==> config.mk <==
export PLATFORM = sky130hd
export DESIGN_NAME = mic_clk_gen
export DESIGN_NICKNAME = d
export VERILOG_FILES = /design/src/rtl/mic_clk_gen.sv
export SDC_FILE = /design/constraint.sdc
export NUM_CORES = 1
export LEC_CHECK = 0
export CAP_MARGIN = 30
export CORE_AREA = 2 2 63 65
export CTS_CLUSTER_DIAMETER = 80
export DETAILED_ROUTE_END_ITERATION = 6
export DIE_AREA = 0 0 65 67
export HOLD_SLACK_MARGIN = 0.06
export PLACE_DENSITY_LB_ADDON = 0.2
export SETUP_SLACK_MARGIN = 0.15
export SYNTH_ARGS = -nofsm -noshare
export SYNTH_HDL_FRONTEND = slang
export SYNTH_SLANG_ARGS = --single-unit
==> constraint.sdc <==
create_clock -name clk_in -period 2.8 [get_ports clk_in]
set_input_delay 0.28 -clock clk_in [delete_from_list [all_inputs] [get_ports clk_in]]
set_output_delay 0.28 -clock clk_in [all_outputs]
set_load 0.05 [all_outputs]
==> src/rtl/mic_clk_gen.sv <==
// Microphone clock generator: divides clk_in down to sck/ws with edge strobes
// and sequences the mic-domain reset after PLL lock plus a run of settle frames.
module mic_clk_gen #(
  parameter int DIV_W         = 8,
  parameter int HALF_DIV_DEF  = 15,
  parameter int WS_BITS       = 64,
  parameter int SETTLE_FRAMES = 4
) (
  input  logic             clk_in,
  input  logic             rst_n,
  input  logic             pll_lock,
  input  logic             en,
  input  logic [DIV_W-1:0] cfg_half_div,
  output logic             sck,
  output logic             ws,
  output logic             sck_rise,
  output logic             sck_fall,
  output logic             frame_start,
  output logic             rst_mic_n,
  output logic             running
);

  localparam int BW = $clog2(WS_BITS);
  localparam int FW = $clog2(SETTLE_FRAMES + 1);
  localparam logic [BW-1:0] BIT_LAST = BW'(WS_BITS - 1);
  localparam logic [BW-1:0] BIT_HALF = BW'(WS_BITS / 2);
  localparam logic [FW-1:0] FRM_DONE = FW'(SETTLE_FRAMES);

  typedef enum logic [1:0] {
    IDLE,
    SETTLE,
    RUN
  } state_t;

  state_t           state_q, state_d;
  logic [DIV_W-1:0] div_q, div_d;
  logic [DIV_W-1:0] h_q, h_d;
  logic [BW-1:0]    bit_q, bit_d;
  logic [FW-1:0]    frm_q, frm_d;
  logic             sck_q, sck_d;
  logic             ws_q, ws_d;
  logic             rise_q, rise_d;
  logic             fall_q, fall_d;
  logic             fs_q, fs_d;
  logic             mic_q, mic_d;
  logic             run_q, run_d;

  logic             tick;
  logic             wrap;
  logic [DIV_W-1:0] h_cfg;

  // Zero half-period would never toggle; treat it as the fastest ratio.
  assign h_cfg = (cfg_half_div == '0) ? DIV_W'(1) : cfg_half_div;
  assign tick  = (div_q == h_q - DIV_W'(1));
  assign wrap  = tick && sck_q && (bit_q == BIT_LAST);

  always_comb begin
    state_d = state_q;
    div_d   = div_q;
    h_d     = h_q;
    bit_d   = bit_q;
    frm_d   = frm_q;
    sck_d   = sck_q;
    ws_d    = ws_q;
    rise_d  = 1'b0;
    fall_d  = 1'b0;
    fs_d    = 1'b0;
    mic_d   = mic_q;
    run_d   = run_q;
    unique case (state_q)
      IDLE: begin
        div_d = '0;
        bit_d = '0;
        frm_d = '0;
        sck_d = 1'b0;
        ws_d  = 1'b0;
        mic_d = 1'b0;
        run_d = 1'b0;
        if (en && pll_lock) begin
          state_d = SETTLE;
          h_d     = h_cfg;
        end
      end
      SETTLE, RUN: begin
        if (!en || !pll_lock) begin
          state_d = IDLE;
          div_d   = '0;
          bit_d   = '0;
          frm_d   = '0;
          sck_d   = 1'b0;
          ws_d    = 1'b0;
          mic_d   = 1'b0;
          run_d   = 1'b0;
        end else begin
          if (tick) begin
            div_d  = '0;
            sck_d  = ~sck_q;
            rise_d = ~sck_q;
            fall_d = sck_q;
            if (sck_q) begin
              bit_d = wrap ? '0 : bit_q + BW'(1);
              ws_d  = (bit_d >= BIT_HALF);
            end
            if (wrap) begin
              fs_d = 1'b1;
              h_d  = h_cfg;
            end
          end else begin
            div_d = div_q + DIV_W'(1);
          end
          if (state_q == SETTLE) begin
            if (frm_q == FRM_DONE) begin
              state_d = RUN;
              mic_d   = 1'b1;
              run_d   = 1'b1;
            end else if (wrap) begin
              frm_d = frm_q + FW'(1);
            end
          end
        end
      end
      default: state_d = IDLE;
    endcase
  end

  always_ff @(posedge clk_in or negedge rst_n) begin
    if (!rst_n) begin
      state_q <= IDLE;
      div_q   <= '0;
      h_q     <= DIV_W'(HALF_DIV_DEF);
      bit_q   <= '0;
      frm_q   <= '0;
      sck_q   <= 1'b0;
      ws_q    <= 1'b0;
      rise_q  <= 1'b0;
      fall_q  <= 1'b0;
      fs_q    <= 1'b0;
      mic_q   <= 1'b0;
      run_q   <= 1'b0;
    end else begin
      state_q <= state_d;
      div_q   <= div_d;
      h_q     <= h_d;
      bit_q   <= bit_d;
      frm_q   <= frm_d;
      sck_q   <= sck_d;
      ws_q    <= ws_d;
      rise_q  <= rise_d;
      fall_q  <= fall_d;
      fs_q    <= fs_d;
      mic_q   <= mic_d;
      run_q   <= run_d;
    end
  end

  assign sck         = sck_q;
  assign ws          = ws_q;
  assign sck_rise    = rise_q;
  assign sck_fall    = fall_q;
  assign frame_start = fs_q;
  assign rst_mic_n   = mic_q;
  assign running     = run_q;

endmodule
==> run_results.csv <==
group,metric,value,unit
cts,path_clk_slew,70,ps
timing,fin_crit_sh,90.4,%
yosys,yosys_warnings,0,
timing,fin_skew,6.41,ps
min_path,holdCritPathClass,"input pin to async pin",
power_and_ir_drop,total_power,1610,uW
placement,placed_area,2240,um^2
routing,avgViaCountPerCell,5.82,
worst_setup_path,worstSetupPathType,"flip-flop to flip-flop",
cts,clk_path_buf_depth,2,
power_and_ir_drop,ir_drop,381,uV
worst_setup_path,crit_slowest_cell,"dfstp_2",
worst_setup_path,worstPathMaxFanout,8,
cells_and_area,nets,252,
yosys,synth.distinct_cells,46,
timing,max_clock_freq,395,MHz
cells_and_area,diodes,0,
floorplanning,rows,22,
floorplanning,io_pins,19,
floorplanning,die_w,65,um
routing,ant_nets,0,
cts,insertion_delay,280,ps
placement,dp_hpwl,3.36,mm
cts,cts_tree,"yes",
global_route,grt_pass1_wl,7.89,mm
routing,first_pass_iters,4,
yosys,synthArstFlopShare,100,%
cells_and_area,final_util,65.3,%
power_and_ir_drop,p_per_area,682,nW/um^2
floorplanning,start_util,55.0,%
worst_setup_path,r2r_slack,270,ps
global_route,grt_overflow,0,
cells_and_area,fin_area,2350,um^2
cells_and_area,final_cell_mix,"dfrtp_1 (29), nand3_1 (19), clkdlybuf4s50_1 (18)",
timing,fin_crit,2530,ps
routing,drc,0,
cts,cts_root_buffer,"clkbuf_8",
cts,htree_levels,2,
floorplanning,dieArea,4360,um^2
timing,finalHoldViolations,0,
worst_setup_path,r2r_cells,8,
placement,dpl.cell_count,272,
yosys,syn_area,1980,um^2
timing,worstMarginPinSlew,777,ps
yosys,synth.avg_cell_area,9.63,um^2
cts,cts_sinks,33,
cells_and_area,areaGrowthSynthToFinish,18.7,%
yosys,ys.flop_type,"dfrtp_1",
worst_setup_path,timing.rr.end,"bit_q[4]",
flow_run,drv_cap,0,
yosys,ys_seq_area_share,41.9,%
routing,wl_per_cell,16.6,um
cells_and_area,drive_above_1_share,13.3,%
yosys,synth_edf_count,0,
status,status,"finished clean",
worst_setup_path,startpoint_type,"flip-flop",
routing,vias,1635,
timing,rsz0062_at_grt,"no",
routing,wl,4.66,mm
yosys,postSynthNetCount,226,
placement,port_buffers,18,
worst_setup_path,critical_path.max_stage_delay,560,ps
timing,setup_violations,0,
global_route,antenna_found_initial,0,
timing,drv_slew,0,
power_and_ir_drop,total_leakage_power,0.000955,uW
yosys,syn_inst,206,
routing,drt-initial-drc-count,128,
cts,numCtsBuffers,5,
timing,max-slew-margin-rel,48.2,%
global_route,globalRouteTotalUtil,23.7,%
cells_and_area,final_cells,281,
floorplanning,core,3610,um^2
timing,fin_tns_setup,0,ps
global_route,grt_max_degree,34,
global_route,grt_pass1_vias,1642,
worst_setup_path,end_kind,"flip-flop",
yosys,ys_seq_elements,33,
cells_and_area,layout_commonest_cell,"dfrtp_1",
worst_setup_path,crit_arrival,2750,ps
worst_setup_path,r2r_start,"h_q[0]",
worst_setup_path,crit_chain,"inv_1 > ha_1 > a211o_1 > a211oi_4 > buf_4 > o2111ai_4 > or4_1 > nand3_1",
cts,hold_buffers,0,
placement,place_congestion,0.962,
worst_setup_path,critPathRequiredTime,3020,ps
floorplanning,fp.dieH,67,um
==> how the worst max path moves through the flow <==
stage	slack, ps	endpoint	start	cells past startpoint
final	270	bit_q[4]	h_q[0]	8
after global routing	160	frm_q[0]	h_q[0]	8
after CTS	180	bit_q[4]	h_q[0]	9
after detailed placement	210	bit_q[4]	h_q[0]	9
after global placement	310	frm_q[0]	h_q[0]	9
after floorplan	270	h_q[4]	h_q[0]	8
==> worst max-delay path: cells and delay by family, from the launching register on <==
| family | cells | cell delay, ps |
|---|---|---|
| buffers and inverters | 2 | 250 |
| AOI/OAI and AO/OA | 3 | 790 |
| and+or+nand+nor | 2 | 600 |
| adders and majority gates | 1 | 250 |
| DFF | 1 | 560 |
==> layout make-up <==
cell class / count / area (um^2)
Fill cell: 305 / 1250
Multi-Input combinational cell: 155 / 1100
Sequential cell: 33 / 831
Timing Repair Buffer: 25 / 236
Clock buffer: 6 / 72.6
Tap cell: 48 / 60.1
Inverter: 12 / 45.0
Clock inverter: 2 / 10.0
==> per-layer routing <==
metal | routed length [um] | part of all wire, % | global-route usage, %
met1 | 2090 | 45 | 30.8
met2 | 2330 | 50 | 41.5
met3 | 210 | 4.5 | 3.89
met4 | 27 | 0.58 | 5.32
met5 | 0 | 0 | 0
==> per-stage QoR <==
step / hold slack [ps] / worst slack, ps
6_report: 402 / 269
2_1_floorplan: -15.6 / 269
5_1_grt: 442 / 158
3_3_place_gp: 497 / 305
3_5_place_dp: 514 / 208
4_1_cts: 416 / 182
==> power breakdown <==
part / switching, uW / internal, uW
Sequential: 91.1 / 568
Combinational: 330 / 264
Clock: 179 / 172
==> cell usage after synthesis (3+ instances only) <==
cell type	count	area, um^2
ha_1	8	100
or4_1	4	30.0
o211ai_1	5	37.5
dfstp_2	4	105
xor2_1	8	70.1
nor3_1	12	60.1
mux2_2	7	78.8
nand3_1	19	95.1
dfrtp_1	29	726
o21ai_0	6	30.0
xnor2_1	8	70.1
a22o_1	3	26.3
nand2_1	16	60.1
clkbuf_1	4	15.0
nor4_1	4	25.0
a21oi_1	4	20.0
inv_1	12	45.0
or3_1	4	25.0
nor2_1	14	52.6
==> what timing repair did <==
| action | CTS | global route |
|---|---|---|
| resized for setup | 0 | 3 |
| hold endpoints to repair | 0 | 0 |
| endpoints found under the setup margin | 0 | 9 |
| buffers inserted | 0 | 1 |
==> logic make-up after synthesis <==
family,after synthesis,synth area share (%)
buffers and inverters,18,3.66
AOI/OAI and AO/OA,37,14.8
DFF,33,41.9
xor gates and xnor gates,16,7.06
adders and majority gates,8,5.04
muxes,9,4.98
and+or+nand+nor,85,22.6
==> flip-flops by register name, summed over array words and instances (netlist names) <==
signal       flops
div_q            8
frm_q            3
ws               1
h_q              8
sck_rise         1
sck_fall         1
running          1
sck              1
bit_q            6
frame_start      1
state_q          2
No activity file was read; power rests on OpenSTA's default activity.
